### src/rtl/br_fifo_pop_pkg.sv
// Shared types and helpers for the FIFO pop-side controller.
//   staging_depth()   : staging entries needed to absorb every in-flight RAM read
//   clamped_clog2()   : address width that never collapses to zero bits
//   MaxRamReadLatency : largest supported RAM read latency
//   credit_t          : holds credit values up to StagingDepth+1
package br_fifo_pop_pkg;

  localparam int unsigned MaxRamReadLatency = 3;

  // Largest credit is StagingDepth+1 = MaxRamReadLatency+2.
  localparam int unsigned CreditWidth = $clog2(MaxRamReadLatency + 3);

  typedef logic [CreditWidth-1:0] credit_t;

  function automatic int unsigned staging_depth(input int unsigned ram_read_latency);
    return ram_read_latency + 1;
  endfunction

  function automatic int unsigned clamped_clog2(input int unsigned value);
    return (value <= 1) ? 1 : $clog2(value);
  endfunction

endpackage

### src/rtl/br_fifo_pop_staging.sv
// Flop-based in-order staging FIFO. Entry 0 is always the head, so the output
// data comes straight from a flop; a pop shifts the remaining entries down.
// Ports:
//   clk, rst     : clock, asynchronous active-high reset
//   i_wr_valid   : write one entry this cycle
//   i_wr_data    : data to write
//   i_pop        : remove the head entry this cycle (only while o_valid)
//   o_valid      : at least one entry held
//   o_data       : head entry
//   o_occ        : number of entries held
module br_fifo_pop_staging #(
  parameter int unsigned Depth = 2,
  parameter int unsigned Width = 1,
  localparam int unsigned OccWidth = $clog2(Depth + 1)
) (
  input  logic                clk,
  input  logic                rst,
  input  logic                i_wr_valid,
  input  logic [Width-1:0]    i_wr_data,
  input  logic                i_pop,
  output logic                o_valid,
  output logic [Width-1:0]    o_data,
  output logic [OccWidth-1:0] o_occ
);

  logic [Width-1:0]    r_mem [Depth];
  logic [Width-1:0]    w_above [Depth];
  logic [OccWidth-1:0] r_occ;
  logic [OccWidth-1:0] w_wr_idx;

  // Value each entry takes when the queue shifts down on a pop.
  for (genvar g = 0; g < Depth; g++) begin : g_above
    if (g + 1 < Depth) begin : g_shift
      assign w_above[g] = r_mem[g + 1];
    end else begin : g_tail
      assign w_above[g] = '0;
    end
  end

  // A same-cycle pop frees the slot below the current tail, so a full
  // queue can still accept a write while popping.
  assign w_wr_idx = r_occ - OccWidth'(i_pop);

  always_ff @(posedge clk or posedge rst) begin
    if (rst) begin
      for (int i = 0; i < Depth; i++) begin
        r_mem[i] <= '0;
      end
      r_occ <= '0;
    end else begin
      for (int i = 0; i < Depth; i++) begin
        if (i_wr_valid && (w_wr_idx == OccWidth'(i))) begin
          r_mem[i] <= i_wr_data;
        end else if (i_pop) begin
          r_mem[i] <= w_above[i];
        end
      end
      r_occ <= r_occ + OccWidth'(i_wr_valid) - OccWidth'(i_pop);
    end
  end

  assign o_valid = (r_occ != '0);
  assign o_data  = r_mem[0];
  assign o_occ   = r_occ;

`ifndef SYNTHESIS
  a_no_overflow : assert property (@(posedge clk) disable iff (rst)
    !(i_wr_valid && !i_pop && (r_occ == OccWidth'(Depth))));
  a_no_underflow : assert property (@(posedge clk) disable iff (rst)
    !(i_pop && (r_occ == '0)));
`endif

endmodule

### src/rtl/br_fifo_pop_ctrl_staged.sv
// Pop-side controller of the ready/valid FIFO. Issues RAM reads against a
// credit held by a small staging FIFO, optionally accepts the push side's
// bypass path while the RAM and read pipe are empty, and reports item counts.
// Build option: define BR_FIFO_POP_CTRL_BYPASS_EN to build the bypass path;
// otherwise bypass_ready is tied low and every push travels through RAM.
// Ports:
//   clk, rst                     : clock, asynchronous active-high reset
//   push_beat                    : push side accepted one item
//   bypass_ready                 : a push this cycle may go straight to staging
//   bypass_valid_unstable/_data  : bypass offer from the push side
//   ram_rd_addr_valid/ram_rd_addr: RAM read issue
//   ram_rd_data_valid/ram_rd_data: RAM read return
//   pop_ready/pop_valid/pop_data : consumer handshake
//   pop_beat                     : pop handshake, visible to the push side
//   empty/empty_next             : FIFO empty flag and its next value
//   items/items_next             : FIFO item count and its next value
module br_fifo_pop_ctrl_staged
  import br_fifo_pop_pkg::*;
#(
  parameter int unsigned Depth          = 2,
  parameter int unsigned Width          = 1,
  parameter int unsigned RamDepth       = Depth,
  parameter int unsigned RamReadLatency = 1,
  localparam int unsigned AddrWidth     = clamped_clog2(RamDepth),
  localparam int unsigned CountWidth    = $clog2(Depth + 1)
) (
  input  logic                  clk,
  input  logic                  rst,
  input  logic                  push_beat,
  output logic                  bypass_ready,
  input  logic                  bypass_valid_unstable,
  input  logic [Width-1:0]      bypass_data_unstable,
  output logic                  ram_rd_addr_valid,
  output logic [AddrWidth-1:0]  ram_rd_addr,
  input  logic                  ram_rd_data_valid,
  input  logic [Width-1:0]      ram_rd_data,
  input  logic                  pop_ready,
  output logic                  pop_valid,
  output logic [Width-1:0]      pop_data,
  output logic                  pop_beat,
  output logic                  empty,
  output logic                  empty_next,
  output logic [CountWidth-1:0] items,
  output logic [CountWidth-1:0] items_next
);

  localparam int unsigned StagingDepth  = staging_depth(RamReadLatency);
  localparam int unsigned OccWidth      = $clog2(StagingDepth + 1);
  localparam int unsigned RamCountWidth = $clog2(RamDepth + 1);

  logic [CountWidth-1:0]    r_items;
  logic                     r_empty;
  logic [RamCountWidth-1:0] r_ram_count;
  logic [OccWidth-1:0]      r_inflight;
  logic [AddrWidth-1:0]     r_rd_ptr;

  logic [OccWidth-1:0]      w_occ;
  logic                     w_pop_valid;
  logic                     w_pop_beat;
  credit_t                  w_credit;
  logic                     w_credit_ok;
  logic                     w_issue;
  logic                     w_bypass_ready;
  logic                     w_bypass_take;
  logic                     w_ram_push;
  logic                     w_stage_wr;
  logic [Width-1:0]         w_stage_data;
  logic [CountWidth-1:0]    w_items_next;
  logic                     w_empty_next;

  assign w_pop_beat = w_pop_valid && pop_ready;

  // Free staging slots not already promised to reads in flight; a pop this
  // cycle hands its slot back immediately.
  assign w_credit    = credit_t'(StagingDepth) - credit_t'(w_occ) - credit_t'(r_inflight)
                     + credit_t'(w_pop_beat);
  assign w_credit_ok = (w_credit != '0);
  assign w_issue     = (r_ram_count != '0) && w_credit_ok;

`ifdef BR_FIFO_POP_CTRL_BYPASS_EN
  // Bypass only while nothing older sits in RAM or the read pipe.
  assign w_bypass_ready = (r_ram_count == '0) && (r_inflight == '0) && w_credit_ok;
  assign w_bypass_take  = w_bypass_ready && bypass_valid_unstable && push_beat;
  assign w_stage_data   = ram_rd_data_valid ? ram_rd_data : bypass_data_unstable;
`else
  logic w_unused_bypass;
  assign w_unused_bypass = ^{bypass_valid_unstable, bypass_data_unstable};
  assign w_bypass_ready  = 1'b0;
  assign w_bypass_take   = 1'b0;
  assign w_stage_data    = ram_rd_data;
`endif

  assign w_ram_push   = push_beat && !w_bypass_take;
  assign w_stage_wr   = w_bypass_take || ram_rd_data_valid;
  assign w_items_next = r_items + CountWidth'(push_beat) - CountWidth'(w_pop_beat);
  assign w_empty_next = (w_items_next == '0);

  // Item count and empty flag.
  always_ff @(posedge clk or posedge rst) begin
    if (rst) begin
      r_items <= '0;
      r_empty <= 1'b1;
    end else begin
      r_items <= w_items_next;
      if (push_beat || w_pop_beat) begin
        r_empty <= w_empty_next;
      end
    end
  end

  // Unread RAM entries, reads in flight and the read pointer.
  always_ff @(posedge clk or posedge rst) begin
    if (rst) begin
      r_ram_count <= '0;
      r_inflight  <= '0;
      r_rd_ptr    <= '0;
    end else begin
      r_ram_count <= r_ram_count + RamCountWidth'(w_ram_push) - RamCountWidth'(w_issue);
      r_inflight  <= r_inflight + OccWidth'(w_issue) - OccWidth'(ram_rd_data_valid);
      if (w_issue) begin
        r_rd_ptr <= (r_rd_ptr == AddrWidth'(RamDepth - 1)) ? '0 : r_rd_ptr + AddrWidth'(1);
      end
    end
  end

  br_fifo_pop_staging #(
    .Depth (StagingDepth),
    .Width (Width)
  ) u_staging (
    .clk        (clk),
    .rst        (rst),
    .i_wr_valid (w_stage_wr),
    .i_wr_data  (w_stage_data),
    .i_pop      (w_pop_beat),
    .o_valid    (w_pop_valid),
    .o_data     (pop_data),
    .o_occ      (w_occ)
  );

  assign bypass_ready      = w_bypass_ready;
  assign ram_rd_addr_valid = w_issue;
  assign ram_rd_addr       = r_rd_ptr;
  assign pop_valid         = w_pop_valid;
  assign pop_beat          = w_pop_beat;
  assign empty             = r_empty;
  assign empty_next        = w_empty_next;
  assign items             = r_items;
  assign items_next        = w_items_next;

`ifndef SYNTHESIS
`ifdef BR_FIFO_POP_CTRL_BYPASS_EN
  a_bypass_vs_return : assert property (@(posedge clk) disable iff (rst)
    !(w_bypass_take && ram_rd_data_valid));
`endif
`endif

endmodule

### config.mk
export PLATFORM = sky130hd
export DESIGN_NAME = br_fifo_pop_ctrl_staged
export DESIGN_NICKNAME = d
export VERILOG_FILES = /design/src/rtl/br_fifo_pop_pkg.sv /design/src/rtl/br_fifo_pop_staging.sv /design/src/rtl/br_fifo_pop_ctrl_staged.sv
export SDC_FILE = /design/constraint.sdc
export NUM_CORES = 1
export LEC_CHECK = 0
export CAP_MARGIN = 20
export CORE_MARGIN = 1.5
export CORE_UTILIZATION = 45
export DETAILED_ROUTE_END_ITERATION = 10
export PLACE_DENSITY = 0.81
export REMOVE_ABC_BUFFERS = 1
export SLEW_MARGIN = 20
export SYNTH_ARGS = -nofsm -noshare
export SYNTH_HDL_FRONTEND = slang
export SYNTH_HIERARCHICAL = 1
export SYNTH_SLANG_ARGS = --single-unit
### constraint.sdc
create_clock -name clk -period 2.9 [get_ports clk]
set_input_delay 0.58 -clock clk [delete_from_list [all_inputs] [get_ports clk]]
set_output_delay 0.58 -clock clk [all_outputs]
set_load 0.02 [all_outputs]
==> impl_results.md, run 1 <==
- Status: finished, final reports clean
- Ant diodes: 0
- Max-cap violations: 0
- Drt pass-1 iters: 2
- Wire per inst: 12.0 um
- Worst Path Arrival: 2.27 ns
- Crit path max fanout: 4
- Die X: 42.6 um
- Worst skew pair latency: 0.27 ns
- Drt drc: 0
- Reg-to-reg critical path startpoint: u_staging/o_occ[1]
- Crit path capture type: primary output
- Global route overflow: 0
- Post-synthesis to final-layout area growth: 51.3%
- RD Place Congestion: 0.707
- Maximum clock rate: 0.351 GHz
- Total GRT Usage: 0.159
- Post-DP HPWL: 954 um
- Clock sinks: 12
- Syn Area/Cell: 11.7 um^2
- Reg2reg end: r_ram_count[1]
- Core area: 1490 um^2
- Post-synthesis cell area: 704 um^2
- Max clock buf depth: 2
- Rows: 14
- Critical Path RT: 2.32 ns
- CTS root buf: clkbuf_4
- Kind of critical path: flip-flop to primary output
- Worst clock skew: 0.00142 ns
- Routed Antenna Nets: 0
- Initial antenna violation count: 0
- Die height: 42.6 um
- Tmin final: 2.85 ns
- Synth unique cells: 22
- Final worst path period share: 0.983
- Vias in the first global route: 523
- Starting density of the core: 0.473
- Setup Viol. Count Final: 0
- Reg clk slew, reported paths: 0.08 ns
- I/O pins: 20
- First-pass GRT wire length: 2130 um
- Initial DRC Count: 6
- Worst hold path startpoint: r_inflight[1]
- Yosys warns: 6
- Vias: 517
- CP Launch Type: flip-flop
- Design Area, Final: 1070 um^2
- Hold path cells: 1
- #FFs+latches synth: 12
- Port Buffers: 16
- Final net count: 110
- Hold buffer count at CTS: 0
- Hold Path End: r_inflight[1]
- Post-synthesis sequential area ratio: 0.428
- Worst R2R Path Depth: 14
- Share of layout cells above drive strength 1: 0.418
- Area post-placement: 922 um^2
- Final Hold Vio Count: 0
- R2R setup slack: 0.23 ns
- Full die area: 1810 um^2
- Syn Inst Count: 60
- CTS tree: yes
- CTS Buf Count: 3
- # H-tree levels: 1
- Hold Crit Class: flip-flop to flip-flop
- Via-per-instance ratio: 4.83
- Wirelength, routed: 1280 um
- Largest net degree at the start of global routing: 9
- Pins Over Slew Limit: 0
- Hold_ws: 0.470 ns
synth_stat cells:
master,instances,area [um^2]
inv_1,15,56.3
mux2_4,1,15.0
nor2b_1,1,6.26
buf_4,1,7.51
xor3_2,1,25.0
fa_1,2,40.0
or2_2,1,6.26
nand3_2,1,10.0
xnor2_2,1,16.3
a31oi_1,2,12.5
xnor2_1,5,43.8
mux2i_1,1,10.0
dfrtp_1,11,275
and2_1,1,6.26
nor2_2,1,6.26
ha_1,8,100
dfstp_2,1,26.3
a41o_1,1,10.0
nor2_1,2,7.51
conb_1,1,3.75
mux2_2,1,11.3
xor2_1,1,8.76
worst max-delay path by stage:
stage,start,endpoint,slack [ns],cells after the start
global placement,pop_ready,ram_rd_addr_valid,-0.46,9
CTS,u_staging/o_occ[0],ram_rd_addr_valid,0.02,9
finish,u_staging/o_occ[1],empty_next,0.05,9
global route,u_staging/o_occ[1],empty_next,-0.02,9
detailed placement,pop_ready,ram_rd_addr_valid,-0.46,9
floorplan,u_staging/o_occ[0],r_ram_count[1],-0.40,13
state kept, by name (all words and copies together) (netlist names):
signal / count
r_ram_count: 2
u_staging/o_data: 1
items: 2
empty: 1
ram_rd_addr: 1
u_staging/r_mem: 1
r_inflight: 2
u_staging/o_occ: 2
repair_timing:
item | CTS | global route
gates cloned | 0 | 0
buffers inserted | 1 | 5
endpoints found under the hold margin | 0 | 0
setup endpoints to repair | 5 | 3
resized for setup | 24 | 10
pin swaps | 6 | 4
metal layers:
metal | vias to the layer above | share of wire | track usage
met5 | - | 0 | 0
met4 | 0 | 0.027 | 0.0938
met3 | 4 | 0.043 | 0.0216
met2 | 12 | 0.54 | 0.277
met1 | 252 | 0.39 | 0.184
li1 | 249 | - | -
cells by family after synthesis:
group,after synthesis,share of synthesized area
AOI/OAI and AO/OA,3,0.0320
xor gates and xnor gates,8,0.133
adders and majority gates,10,0.199
buffers and inverters,16,0.0906
DFF,12,0.428
muxes,3,0.0515
other,1,0.00532
and+or+nand+nor,7,0.0604
placed cells by master, fill, tap and decap left out, types with 2 or more instances in the layout:
cell | synthesis | routed
inv_1 | 15 | 12
nor2_1 | 2 | 2
ha_4 | 0 | 3
clkdlybuf4s50_1 | 0 | 11
clkbuf_4 | 0 | 3
inv_2 | 0 | 3
buf_4 | 1 | 12
ha_1 | 8 | 4
buf_6 | 0 | 2
dfrtp_1 | 11 | 11
xnor2_1 | 5 | 4
xnor2_2 | 1 | 2
final cells by class:
type | instances | area (um^2)
timing repair buffer | 28 | 246
tap | 16 | 20.0
fill | 110 | 423
clock buffer | 4 | 36.3
inverter | 15 | 56.3
sequential | 12 | 302
multi-input combinational | 32 | 405
critical path, cell delays in order, from the launching register on:
cell     delay (ns)
dfrtp_1        0.38
or2_4          0.25
and2_4         0.15
buf_6          0.12
ha_4           0.25
inv_2          0.03
ha_4           0.14
xor3_2         0.41
nor2_4         0.13
buf_6          0.12
per-stage QoR:
| stage | setup slack, ns | util | std cells | setup TNS [ns] |
|---|---|---|---|---|
| after global routing | -0.0155 | 0.716 | 107 | -0.0155 |
| after global placement | -0.460 | 0.619 | 97 | -1.93 |
| after detailed placement | -0.458 | 0.619 | 97 | -2.00 |
| after floorplan | -0.399 | - | 59 | -0.915 |
| final | 0.0487 | 0.716 | 107 | 0 |
| after CTS | 0.0244 | 0.661 | 102 | 0 |
Power of run 1 is left out: the tool's default activity adds up to more than one toggle a clock period on the data nets, which glitch-free logic cannot reach.
==> inputs of run 2 (changes only) <==
- SETUP_SLACK_MARGIN: not set -> 0.1
==> run 2 against run 1 <==
  * Critical path depth unchanged
  * Register-to-register slack got worse by 0.03 ns
  * Worst setup slack improved by 0.088 ns
  * Sequential share of layout area increased by 0.82 points
  * Clock-buffer cell count unchanged
  * Worst hold slack got worse by 0.0040 ns
  * Die area unchanged
  * Fmax increased by 3.2%
  * Global-route usage increased by 0.89 points
  * Non-clock buffer count decreased by 3
  * Cell count decreased by 2.8%
  * Final area decreased by 2.8%
==> impl_results.md, run 2 (synthesis gave the netlist of run 1 again) <==
- Global route overflow: 0 (unchanged)
- Crit path capture type: primary output
- Wirelength, routed: 1220 um (-4.3%)
- Ant diodes: 0 (unchanged)
- Hold buffer count at CTS: 0 (unchanged)
- CTS root buf: clkbuf_4
- Crit path max fanout: 2 (-2)
- Initial antenna violation count: 0 (unchanged)
- Max clock buf depth: 2 (unchanged)
- Worst Setup SP: u_staging/o_occ[1]
- First-pass GRT wire length: 2260 um (+6.2%)
- Worst R2R Path Depth: 14 (unchanged)
- Drt pass-1 iters: 2 (unchanged)
- GRT Max-Usage Layer: met2
- Final worst setup slack: 0.137 ns (+0.0878 ns)
- Port Buffers: 16 (unchanged)
- Kind of critical path: flip-flop to primary output
- Die X: 42.6 um (unchanged)
- Area post-placement: 922 um^2 (unchanged)
- Maximum clock rate: 0.362 GHz (+3.2%)
- Clock sinks: 12 (unchanged)
- CP most frequent cell: inv_2
- Setup_tns: 0 ns (unchanged)
- R2R setup slack: 0.20 ns (-0.03 ns)
- GRT met1 Usage: 0.186 (+0.00227)
- Max-cap violations: 0 (unchanged)
- Final Hold Vio Count: 0 (unchanged)
- RSZ-0062 raised after global routing: true
- Initial DRC Count: 7 (+1)
- Final worst path period share: 0.953 (-0.0303)
- Pins Over Slew Limit: 0 (unchanged)
- Most frequent cells in the layout: inv_1, clkdlybuf4s50_1, dfrtp_1, buf_4
- Reg-to-reg critical path startpoint: u_staging/o_occ[1]
- Setup Viol. Count Final: 0 (unchanged)
- Core area: 1490 um^2 (unchanged)
- Tmin final: 2.76 ns (-0.0878 ns)
- Worst Path Arrival: 2.18 ns (-0.09 ns)
- Status: finished, final reports clean
- Hold path cells: 1 (unchanged)
- Hold Crit Class: flip-flop to flip-flop
- Reg2reg end: r_ram_count[1]
- CP Launch Type: flip-flop
- # H-tree levels: 1 (unchanged)
- Final net count: 107 (-2.7%)
- Reg clk slew, reported paths: 0.08 ns (about the same)
- Share of layout cells above drive strength 1: 0.386 (-0.0312)
- Crit-path slowest cell: fa_1
- RD Place Congestion: 0.707 (unchanged)
- Wire per inst: 11.8 um (-1.5%)
- Die height: 42.6 um (unchanged)
- Post-DP HPWL: 954 um (unchanged)
- Post-synthesis to final-layout area growth: 47.1%
- Rows: 14 (unchanged)
- Starting density of the core: 0.473 (unchanged)
- Fillers: 111 (+0.91%)
- CTS tree: yes
- Vias: 504 (-2.5%)
- Via-per-instance ratio: 4.85 (+0.30%)
- Largest net degree at the start of global routing: 9 (unchanged)
- Worst clock skew: 0.00319 ns (+0.00178 ns)
- Setup WS pre-CTS: -0.458 ns (unchanged)
- GRT met3 Usage: 0.0259 (+0.00431)
- Total GRT Usage: 0.168 (+0.00889)
- I/O pins: 20 (unchanged)
- Area occupied by multi-input gates: 394 um^2 (-2.8%)
- Drt drc: 0 (unchanged)
- CTS Buf Count: 3 (unchanged)
- Critical Path RT: 2.32 ns (about the same)
- Design Area, Final: 1040 um^2 (-2.8%)
- CP cell instances: or2_4, and2_4, inv_2, fa_2, inv_2, fa_1, inv_2, a31oi_4, buf_6
- Slowest stage delay, CP: 0.50 ns (+0.09 ns)
- Met2 Use GR: 0.302 (+0.0246)
- Routed Antenna Nets: 0 (unchanged)
- Worst setup endpoint: ram_rd_addr_valid
- Full die area: 1810 um^2 (unchanged)
- Worst skew pair latency: 0.26 ns (about the same)
- Vias in the first global route: 565 (+8.0%)
- Register area: 302 um^2 (unchanged)
-- run 2: what timing repair did --
action	in CTS	in global routing
pin swaps	10	4
buffers inserted	3	0
hold endpoints to repair	0	0
setup endpoints to repair	6	4
gates resized for setup	31	4
-- run 2: worst max-delay path: cells and delay by family, from the launching register on --
kind | cells | cell delay, ns
buf+inv | 4 | 0.28
compound gates | 1 | 0.18
fa+ha+maj | 2 | 0.68
flops | 1 | 0.38
simple gates | 2 | 0.40
-- run 2: worst min path at each step --
stage                  start               end  slack, ns
3_5_place_dp     ram_rd_addr       ram_rd_addr       0.46
2_1_floorplan            rst  u_staging/o_data       0.35
3_3_place_gp     ram_rd_addr       ram_rd_addr       0.46
5_1_grt        r_inflight[1]     r_inflight[1]       0.49
4_1_cts          ram_rd_addr       ram_rd_addr       0.47
6_report         ram_rd_addr       ram_rd_addr       0.47
-- run 2: metrics by stage --
step           instances  utilization  hold slack (ns)
6_report             104        0.696            0.466
3_5_place_dp          97        0.619            0.459
4_1_cts              104        0.684            0.472
3_3_place_gp          97        0.619            0.456
2_1_floorplan         59            -            0.346
5_1_grt              104        0.696            0.489
-- run 2: per-layer routing --
layer | part of all wire | routed length, um
met5 | 0 | 0
met4 | 0.0074 | 9
met3 | 0.040 | 49
met2 | 0.55 | 676
met1 | 0.40 | 488
-- run 2: layout make-up --
type | count | area share
multi-input combinational | 32 | 0.380
clock buffer | 4 | 0.0350
timing repair buffer | 25 | 0.220
tap | 16 | 0.0193
inverter | 15 | 0.0543
sequential | 12 | 0.291
Power of run 2 is left out for the same reason.
